[config.mk]
export PLATFORM = sky130hd
export DESIGN_NAME = mccoy_instr_sequencer
export DESIGN_NICKNAME = d
export VERILOG_FILES = /design/src/rtl/mccoy_pkg.sv /design/src/rtl/mccoy_prog_mem.sv /design/src/rtl/mccoy_instr_sequencer.sv
export SDC_FILE = /design/constraint.sdc
export NUM_CORES = 1
export LEC_CHECK = 0
export BUFFER_PORTS_ARGS = -buffer_cell sky130_fd_sc_hd__buf_2
export CAP_MARGIN = 5
export CORE_UTILIZATION = 45
export CTS_BUF_LIST = sky130_fd_sc_hd__clkbuf_8
export DETAILED_ROUTE_END_ITERATION = 8
export HOLD_SLACK_MARGIN = 0.05
export PLACE_DENSITY = 0.77
export SYNTH_ARGS = -nofsm -noshare
export SYNTH_HDL_FRONTEND = slang
export SYNTH_HIERARCHICAL = 1
export SYNTH_SLANG_ARGS = --single-unit
export TNS_END_PERCENT = 1
[constraint.sdc]
create_clock -name clk -period 2.1 [get_ports clk]
set_input_delay 0 -clock clk [delete_from_list [all_inputs] [get_ports clk]]
set_output_delay 0 -clock clk [all_outputs]
set_load 0.05 [all_outputs]
[src/rtl/mccoy_pkg.sv]
// -----------------------------------------------------------------------------
// mccoy_pkg
// Shared definitions for the McCoy instruction sequencer slice.
//   INSTR_W        : McCoy instruction width ([5:3] reg/imm, [2:0] opcode)
//   OP_*           : opcode constants understood by the accumulator core
//   seq_state_t    : sequencer FSM state encoding (LOAD / RUN / DONE)
// -----------------------------------------------------------------------------
package mccoy_pkg;

    localparam int INSTR_W = 6;

    localparam logic [2:0] OP_LI  = 3'b000;
    localparam logic [2:0] OP_ADD = 3'b011;
    localparam logic [2:0] OP_NOT = 3'b101;
    localparam logic [2:0] OP_SR  = 3'b110;

    typedef enum logic [1:0] {
        ST_LOAD = 2'd0,
        ST_RUN  = 2'd1,
        ST_DONE = 2'd2
    } seq_state_t;

    // Extract the opcode field of an instruction.
    function automatic logic [2:0] instr_opcode(input logic [INSTR_W-1:0] instr);
        return instr[2:0];
    endfunction

endpackage

[src/rtl/mccoy_prog_mem.sv]
// -----------------------------------------------------------------------------
// mccoy_prog_mem
// DEPTH x INSTR_W program register file: one synchronous write port, one
// asynchronous read port. Contents are intentionally not reset.
// Ports:
//   clk      : system clock
//   i_we     : write enable
//   i_waddr  : write address
//   i_wdata  : write data
//   i_raddr  : read address
//   o_rdata  : read data (combinational from the array)
// -----------------------------------------------------------------------------
module mccoy_prog_mem
    import mccoy_pkg::*;
#(
    parameter int DEPTH = 8,
    parameter int PTR_W = 3
) (
    input  logic               clk,
    input  logic               i_we,
    input  logic [PTR_W-1:0]   i_waddr,
    input  logic [INSTR_W-1:0] i_wdata,
    input  logic [PTR_W-1:0]   i_raddr,
    output logic [INSTR_W-1:0] o_rdata
);

    logic [INSTR_W-1:0] r_mem [DEPTH];

    // Program store write port.
    always_ff @(posedge clk) begin
        if (i_we) begin
            r_mem[i_waddr] <= i_wdata;
        end
    end

    assign o_rdata = r_mem[i_raddr];

endmodule

[src/rtl/mccoy_instr_sequencer.sv]
// -----------------------------------------------------------------------------
// mccoy_instr_sequencer
// Program buffer and sequencer feeding the McCoy accumulator core instr field.
// Instructions are appended through a valid/ready port while in LOAD; run
// starts issue of one instruction per clock, either one-shot (ending in DONE)
// or looped back to entry 0 when loop_en is high at the wrap point.
// Optional build macro: MCCOY_SEQ_STEP_EN adds a 'step' input that gates
// each issue cycle in RUN (pc holds while step is low).
// Ports:
//   clk, reset    : clock, synchronous active-high reset
//   wr_valid/wr_instr/wr_ready : program write port
//   run           : start / replay request (level)
//   loop_en       : wrap after the last entry instead of stopping
//   clear         : discard program, return to LOAD
//   instr_out     : registered instruction to the core
//   instr_valid   : instr_out carries a program instruction
//   busy / done   : state is RUN / DONE
//   count         : stored instruction count, 0..DEPTH
//   step          : (MCCOY_SEQ_STEP_EN only) issue enable in RUN
// -----------------------------------------------------------------------------
module mccoy_instr_sequencer
    import mccoy_pkg::*;
#(
    parameter int                 DEPTH      = 8,
    parameter int                 PTR_W      = $clog2(DEPTH),
    parameter logic [INSTR_W-1:0] IDLE_INSTR = 6'b000000
) (
    input  logic               clk,
    input  logic               reset,
    input  logic               wr_valid,
    input  logic [INSTR_W-1:0] wr_instr,
    output logic               wr_ready,
    input  logic               run,
    input  logic               loop_en,
    input  logic               clear,
`ifdef MCCOY_SEQ_STEP_EN
    input  logic               step,
`endif
    output logic [INSTR_W-1:0] instr_out,
    output logic               instr_valid,
    output logic               busy,
    output logic               done,
    output logic [PTR_W:0]     count
);

    localparam logic [PTR_W:0]   C_DEPTH    = (PTR_W+1)'(DEPTH);
    localparam logic [PTR_W:0]   C_CNT_ONE  = {{PTR_W{1'b0}}, 1'b1};
    localparam logic [PTR_W-1:0] C_PC_ONE   = {{(PTR_W-1){1'b0}}, 1'b1};

    seq_state_t         r_state;
    logic [PTR_W:0]     r_count;
    logic [PTR_W-1:0]   r_pc;
    logic [INSTR_W-1:0] r_instr_out;
    logic               r_instr_valid;

    seq_state_t         w_next_state;
    logic [PTR_W:0]     w_next_count;
    logic [PTR_W:0]     w_post_count;
    logic [PTR_W-1:0]   w_next_pc;
    logic [INSTR_W-1:0] w_next_out;
    logic               w_next_valid;
    logic               w_mem_we;
    logic               w_wr_ready;
    logic               w_issue;
    logic               w_last;
    logic [INSTR_W-1:0] w_rdata;

    // Full buffer never writes, so the low count bits are a valid address.
    mccoy_prog_mem #(
        .DEPTH (DEPTH),
        .PTR_W (PTR_W)
    ) u_prog_mem (
        .clk     (clk),
        .i_we    (w_mem_we),
        .i_waddr (r_count[PTR_W-1:0]),
        .i_wdata (wr_instr),
        .i_raddr (r_pc),
        .o_rdata (w_rdata)
    );

`ifdef MCCOY_SEQ_STEP_EN
    assign w_issue = step;
`else
    assign w_issue = 1'b1;
`endif

    assign w_wr_ready = (r_state == ST_LOAD) && (r_count < C_DEPTH);
    // In RUN count is at least 1, so count-1 never underflows there.
    assign w_last     = ({1'b0, r_pc} == (r_count - C_CNT_ONE));

    // Next-state, pointer, count and issue logic.
    always_comb begin
        w_next_state = r_state;
        w_next_count = r_count;
        w_post_count = r_count;
        w_next_pc    = r_pc;
        w_next_out   = IDLE_INSTR;
        w_next_valid = 1'b0;
        w_mem_we     = 1'b0;
        if (clear) begin
            w_next_state = ST_LOAD;
            w_next_count = {(PTR_W+1){1'b0}};
            w_next_pc    = {PTR_W{1'b0}};
        end else begin
            case (r_state)
                ST_LOAD: begin
                    if (wr_valid && w_wr_ready) begin
                        w_mem_we     = 1'b1;
                        w_post_count = r_count + C_CNT_ONE;
                    end else begin
                        w_post_count = r_count;
                    end
                    w_next_count = w_post_count;
                    // A write landing in the same cycle as run joins the program.
                    if (run && (w_post_count != {(PTR_W+1){1'b0}})) begin
                        w_next_state = ST_RUN;
                        w_next_pc    = {PTR_W{1'b0}};
                    end else begin
                        w_next_state = ST_LOAD;
                    end
                end
                ST_RUN: begin
                    if (w_issue) begin
                        w_next_out   = w_rdata;
                        w_next_valid = 1'b1;
                        if (w_last) begin
                            w_next_pc = {PTR_W{1'b0}};
                            if (loop_en) begin
                                w_next_state = ST_RUN;
                            end else begin
                                w_next_state = ST_DONE;
                            end
                        end else begin
                            w_next_pc = r_pc + C_PC_ONE;
                        end
                    end else begin
                        w_next_pc = r_pc;
                    end
                end
                ST_DONE: begin
                    if (run) begin
                        w_next_state = ST_RUN;
                        w_next_pc    = {PTR_W{1'b0}};
                    end else begin
                        w_next_state = ST_DONE;
                    end
                end
                default: begin
                    w_next_state = ST_LOAD;
                    w_next_count = {(PTR_W+1){1'b0}};
                    w_next_pc    = {PTR_W{1'b0}};
                end
            endcase
        end
    end

    // State, pointer, count and output registers.
    always_ff @(posedge clk) begin
        if (reset) begin
            r_state       <= ST_LOAD;
            r_count       <= {(PTR_W+1){1'b0}};
            r_pc          <= {PTR_W{1'b0}};
            r_instr_out   <= IDLE_INSTR;
            r_instr_valid <= 1'b0;
        end else begin
            r_state       <= w_next_state;
            r_count       <= w_next_count;
            r_pc          <= w_next_pc;
            r_instr_out   <= w_next_out;
            r_instr_valid <= w_next_valid;
        end
    end

    assign instr_out   = r_instr_out;
    assign instr_valid = r_instr_valid;
    assign busy        = (r_state == ST_RUN);
    assign done        = (r_state == ST_DONE);
    assign count       = r_count;
    assign wr_ready    = w_wr_ready;

endmodule

## After elaboration in Yosys (flattened, before gate mapping)

Memories as Yosys holds them, arrays and structs flattened. A register that Yosys moved wholly into a read port is not among the register bits.
Index checks and enable logic that the tools add are counted.

| operators by class | value |
|---|---|
| add/sub/neg operators | 3 |
| order comparisons | 1 |
| equality and inequality tests | 6 |
| multiplexer cells | 19 |
| bitwise operators | 1 |
| reduce and logical (&&, ||, !) cells | 9 |

Operators by type and width:

| cell | count |
|---|---|
| 2-to-1 mux 4 bit | 3 |
| 2-to-1 mux 3 bit | 3 |
| case mux 3 bit (3 select lines) | 1 |
| case mux 4 bit (2 select lines) | 1 |
| 2-to-1 mux 1 bit | 7 |
| 2-to-1 mux 2 bit | 3 |
| case mux 2 bit (3 select lines) | 1 |
| adder 4 x 1 -> 4 bit (second input constant) | 1 |
| == test 3 x 4 -> 1 bit | 1 |
| less-than comparator 4 bit (second input constant) | 1 |
| != test 2 x 1 -> 1 bit (second input constant) | 2 |
| nonzero test 4 bit | 1 |
| OR reduction 2 bit | 2 |
| subtractor 4 x 1 -> 4 bit (second input constant) | 1 |
| adder 3 x 1 -> 3 bit (second input constant) | 1 |
| logical AND 1 bit | 3 |
| OR reduction 3 bit | 1 |
| == test 2 x 1 -> 1 bit (second input constant) | 1 |
| == test 2 bit (second input constant) | 1 |
| zero test 2 bit | 1 |
| != test 2 bit (second input constant) | 1 |
| AND reduction 2 bit | 1 |
| inverter 1 bit | 1 |

| storage, ports and cells | value |
|---|---|
| register bits | 10 |
| bits in writable memories | 48 |
| word-level logic and storage cells | 44 |
| memories kept | 1 |

Memory list:

| memory | words | bits a word | rd ports | clocked after Yosys merged registers in | wr ports | line | text |
|---|---|---|---|---|---|---|---|
| u_prog_mem.r_mem | 8 | 6 | 1 | 1 | 1 | mccoy_prog_mem.sv:27 | `logic [INSTR_W-1:0] r_mem [DEPTH];` |

## Logic depth before layout (Yosys ltp)

| logic depth | value |
|---|---|
| depth in word-level cells | 10 |
| gate-level depth with buffers | 8 |
| depth with buffers taken out | 7 |

## Cells and area by module

The synthesis kept the hierarchy.

By module, submodules not included:

| module | times used | cells an instance | area an instance (um2) |
|---|---|---|---|
| mccoy_prog_mem | 1 | 82 | 1901.8 |
| mccoy_instr_sequencer | 1 | 95 | 873.3 |

## Worst setup path after synthesis

Ideal clock, no wire load.

| timing path | value |
|---|---|
| kind | register -> register |
| start | reg r_count[0] (netlist: count[0]) |
| end | reg r_state[1] |
| setup time | 67 ps |
| arrival | 2335 ps |
| setup slack | -302 ps |
| cell stages (with the launch flop) | 8 |
| buffers on the path | 0 |
| period minus slack after synthesis | 2402 ps |
| cells stage by stage | dfxtp_1 > inv_1 > ha_1 > xnor2_1 > o41ai_2 > a41oi_2 > a211o_1 > a21oi_2 |

| on the way | value |
|---|---|
| cells in the longest elaborated chain, start to end | 3 |

RTL lines:

| element | line | text |
|---|---|---|
| start, declared | mccoy_instr_sequencer.sv:51 | `logic [PTR_W:0] r_count;` |
| start signal, assigned | mccoy_instr_sequencer.sv:161 | `r_count <= {(PTR_W+1){1'b0}};` |
| start signal, assigned | mccoy_instr_sequencer.sv:167 | `r_count <= w_next_count;` |
| subtractor 4 x 1 -> 4 bit | mccoy_instr_sequencer.sv:89 | `assign w_last = ({1'b0, r_pc} == (r_count - C_CNT_ONE));` |
| == test 3 x 4 -> 1 bit | mccoy_instr_sequencer.sv:89 |  |
| != test 2 x 1 -> 1 bit (no line) | - |  |
| end signal, assigned | mccoy_instr_sequencer.sv:166 | `r_state <= w_next_state;` |
| end, declared | mccoy_instr_sequencer.sv:50 | `seq_state_t r_state;` |

Every way passes these cells.
A chain may end at the register's enable or synchronous reset.

## Worst setup path in the final report

Ends and elaborated chain as after synthesis.

==> impl_metrics.tcl <==
set metrics [dict create \
    critical-path-top-delay-family "compound AO/OA/AOI/OAI gates" \
    worst-path-stages 7 \
    tns_ns 0 \
    die-area_mm2 0.00649 \
    io_buffers 25 \
    finalHoldViolCount 0 \
    synth_edf_count 48 \
    yosys_warnings 6 \
    r2r_slack_ns 0.15 \
    grt_max_degree 13 \
    cts_tree "yes" \
    nets 250 \
    worst-path-buf-inv 1 \
    cp-startpoint "count[0]$_SDFFE_PP0N_" \
    synth_ff_type "edfxtp_1" \
    fp.coreArea_mm2 0.00592 \
    placementRows 28 \
    async_reset_ff_share_pct 0 \
    hold_class "input port to flop" \
    hpwl_um 3430 \
    cts_root_buf "clkbuf_8" \
    cts.path.max_buffers 2 \
    worstPathArrival_ns 2.22 \
    die_w_um 80.5 \
    finalMaxSlewViolations 0 \
    slew_headroom_pct 56.0 \
    slowest_stage "o41ai_2" \
    startpoint_type "flop" \
    stdcell_count 311 \
    diodes 0 \
    vias_per_cell 5.25 \
    clkTransAtPathRegs_ns 0.07 \
    reg2reg_depth 7 \
    worstReg2RegStart "count[0]$_SDFFE_PP0N_" \
    ios 26 \
    setup_viol 0 \
    drv_cap 0 \
    critical_path.endpoint "r_state[1]$_SDFFE_PP0P_" \
    gr-total-overflow 0 \
    drc 0 \
    worstMarginPinSlew_ns 0.658 \
    numCtsBuffers 9 \
    syn_inst 177 \
    power_leakage_nw 1.21 \
    wirelength_um 5090 \
    run_status "finished clean" \
    cp.required_ns 2.37 \
    antenna_found_initial 0 \
    fin_crit_sh_pct 92.9 \
    maxClockFrequency_ghz 0.513 \
    worstSetupPathType "flop to flop" \
    grt_pass1_vias 1668 \
    vdd_drop_max_mv 0.441 \
    dp.cells 287 \
    cts_sinks 64 \
    grt_pass1_wl_um 8310 \
    syn-num-nets 196 \
    layout_common_cells "48 x edfxtp_1, 25 x buf_2, 16 x buf_4" \
    ys_types 42 \
    rsz0062_at_grt "no" \
    clock_skew_ns 0.00824 \
    wl_per_cell_um 16.4 \
    synth_area_mm2 0.00278 \
    ys_ff_latch 64 \
    initial_core_util_pct 46.9 \
    ant_nets 0 \
    track_usage_pct 17.9 \
    critical_path.max_stage_delay_ns 0.37 \
    finalCriticalPeriod_ns 1.95 \
    crit_fanout 8 \
    h-tree-depth 3 \
    syn_to_final_growth_pct 20.5 \
    synth.yosys.seq_area_share_pct 63.5 \
    gp_congestion 0.833 \
    critPathCaptureType "flop" \
    die_h_um 80.5 \
    syn_area_per_cell_um2 15.7 \
    r2r-end "r_state[1]$_SDFFE_PP0P_" \
    clk_latency_ns 0.33 \
    drt_pass1_iterations 4 \
    drive_above_1_share_pct 30.1 \
    via_count 1634 \
    powerDensity_mw_per_mm2 719 \
    layout_commonest_cell "edfxtp_1" \
    drt_first_iter_violations 108 \
    crit_chain "inv_1, ha_1, xnor2_1, o41ai_2, a41oi_2, a211o_1, a21oi_2" \
    fillCellCount 457 \
    power_w 0.00240 \
]
[flip-flops by register name, indices dropped and copies added (netlist names)]
name / count
instr_valid: 1
r_pc: 3
instr_out: 6
count: 4
u_prog_mem/r_mem: 48
r_state: 2
[where the power goes]
| part | total [W] | leakage [nW] | internal [W] | switching (W) |
|---|---|---|---|---|
| clock network | 0.000871 | 0.0822 | 0.000416 | 0.000455 |
| registers | 0.00137 | 0.564 | 0.00137 | 0.00000363 |
| logic | 0.000160 | 0.568 | 0.0000669 | 0.0000936 |
[logic make-up after synthesis]
family | after synthesis | synth area share [%]
fa+ha+maj | 7 | 3.16
flops | 64 | 63.5
buf+inv | 12 | 1.94
compound gates | 21 | 6.09
simple gates | 49 | 9.33
mux | 19 | 14.2
xor+xnor | 5 | 1.85
[final cells by class]
type,instances,area [um2],share of cell area [%]
multi-input cells,101,976,29.2
well taps,75,93.8,2.81
clock buffers,9,124,3.71
flip-flops and latches,64,1770,52.8
inverters,7,26.3,0.786
repair buffers,48,315,9.43
clock inverters,7,41.3,1.24
[layer usage]
layer	wire [um]	vias up	global-route usage (%)
met5	0	-	0
met4	33	0	5.00
li1	-	799	-
met1	2260	797	22.3
met3	176	5	5.45
met2	2620	33	29.9
[worst min path at each step]
stage	startpoint	end	slack, ns	cells after the start
floorplan	wr_instr[0]	u_prog_mem/r_mem[0][0]$_DFFE_PP_	0.1	0
global placement	wr_instr[4]	u_prog_mem/r_mem[5][4]$_DFFE_PP_	0.27	1
detailed placement	wr_instr[4]	u_prog_mem/r_mem[2][4]$_DFFE_PP_	0.27	1
CTS	clear	r_state[1]$_SDFFE_PP0P_	0.06	3
global route	clear	r_state[1]$_SDFFE_PP0P_	0.09	3
finish	loop_en	r_state[1]$_SDFFE_PP0P_	0.09	4
[metrics by stage]
step | area, um2 | hold WS (ns) | setup WS [ns] | util, %
2_1_floorplan | 2780 | 0.0989 | 0.0381 | -
3_3_place_gp | 3080 | 0.272 | 0.167 | 52.1
3_5_place_dp | 3080 | 0.274 | 0.120 | 52.1
4_1_cts | 3320 | 0.0635 | 0.0983 | 56.1
5_1_grt | 3340 | 0.0944 | 0.0219 | 56.5
6_report | 3340 | 0.0914 | 0.150 | 56.5
[tightest hold or removal path, cell delays in order]
cell,delay (ns)
buf_2,0.09
nand2b_1,0.10
a211o_1,0.13
a21oi_2,0.05
[cells in the mapped netlist (all sizes together), types with 4 or more instances]
master / n / area share [%]
edfxtp: 48 / 52
mux2: 6 / 2.4
nor2b: 4 / 0.90
nand2: 4 / 0.54
and3: 6 / 1.4
dfxtp: 16 / 12
xnor2: 5 / 1.8
inv: 7 / 0.95
nor2: 14 / 1.9
ha: 7 / 3.2
mux4: 12 / 11
a21oi: 5 / 1.0
nand2b: 8 / 1.8
[timing repair]
action | in CTS | in global routing
endpoints found under the setup margin | 0 | 39
hold endpoints to repair | 49 | 0
buffers inserted | 0 | 1
gates resized for setup | 0 | 3
hold buffers | 7 | 0
Note: power is estimated with default switching activity, not from simulation.
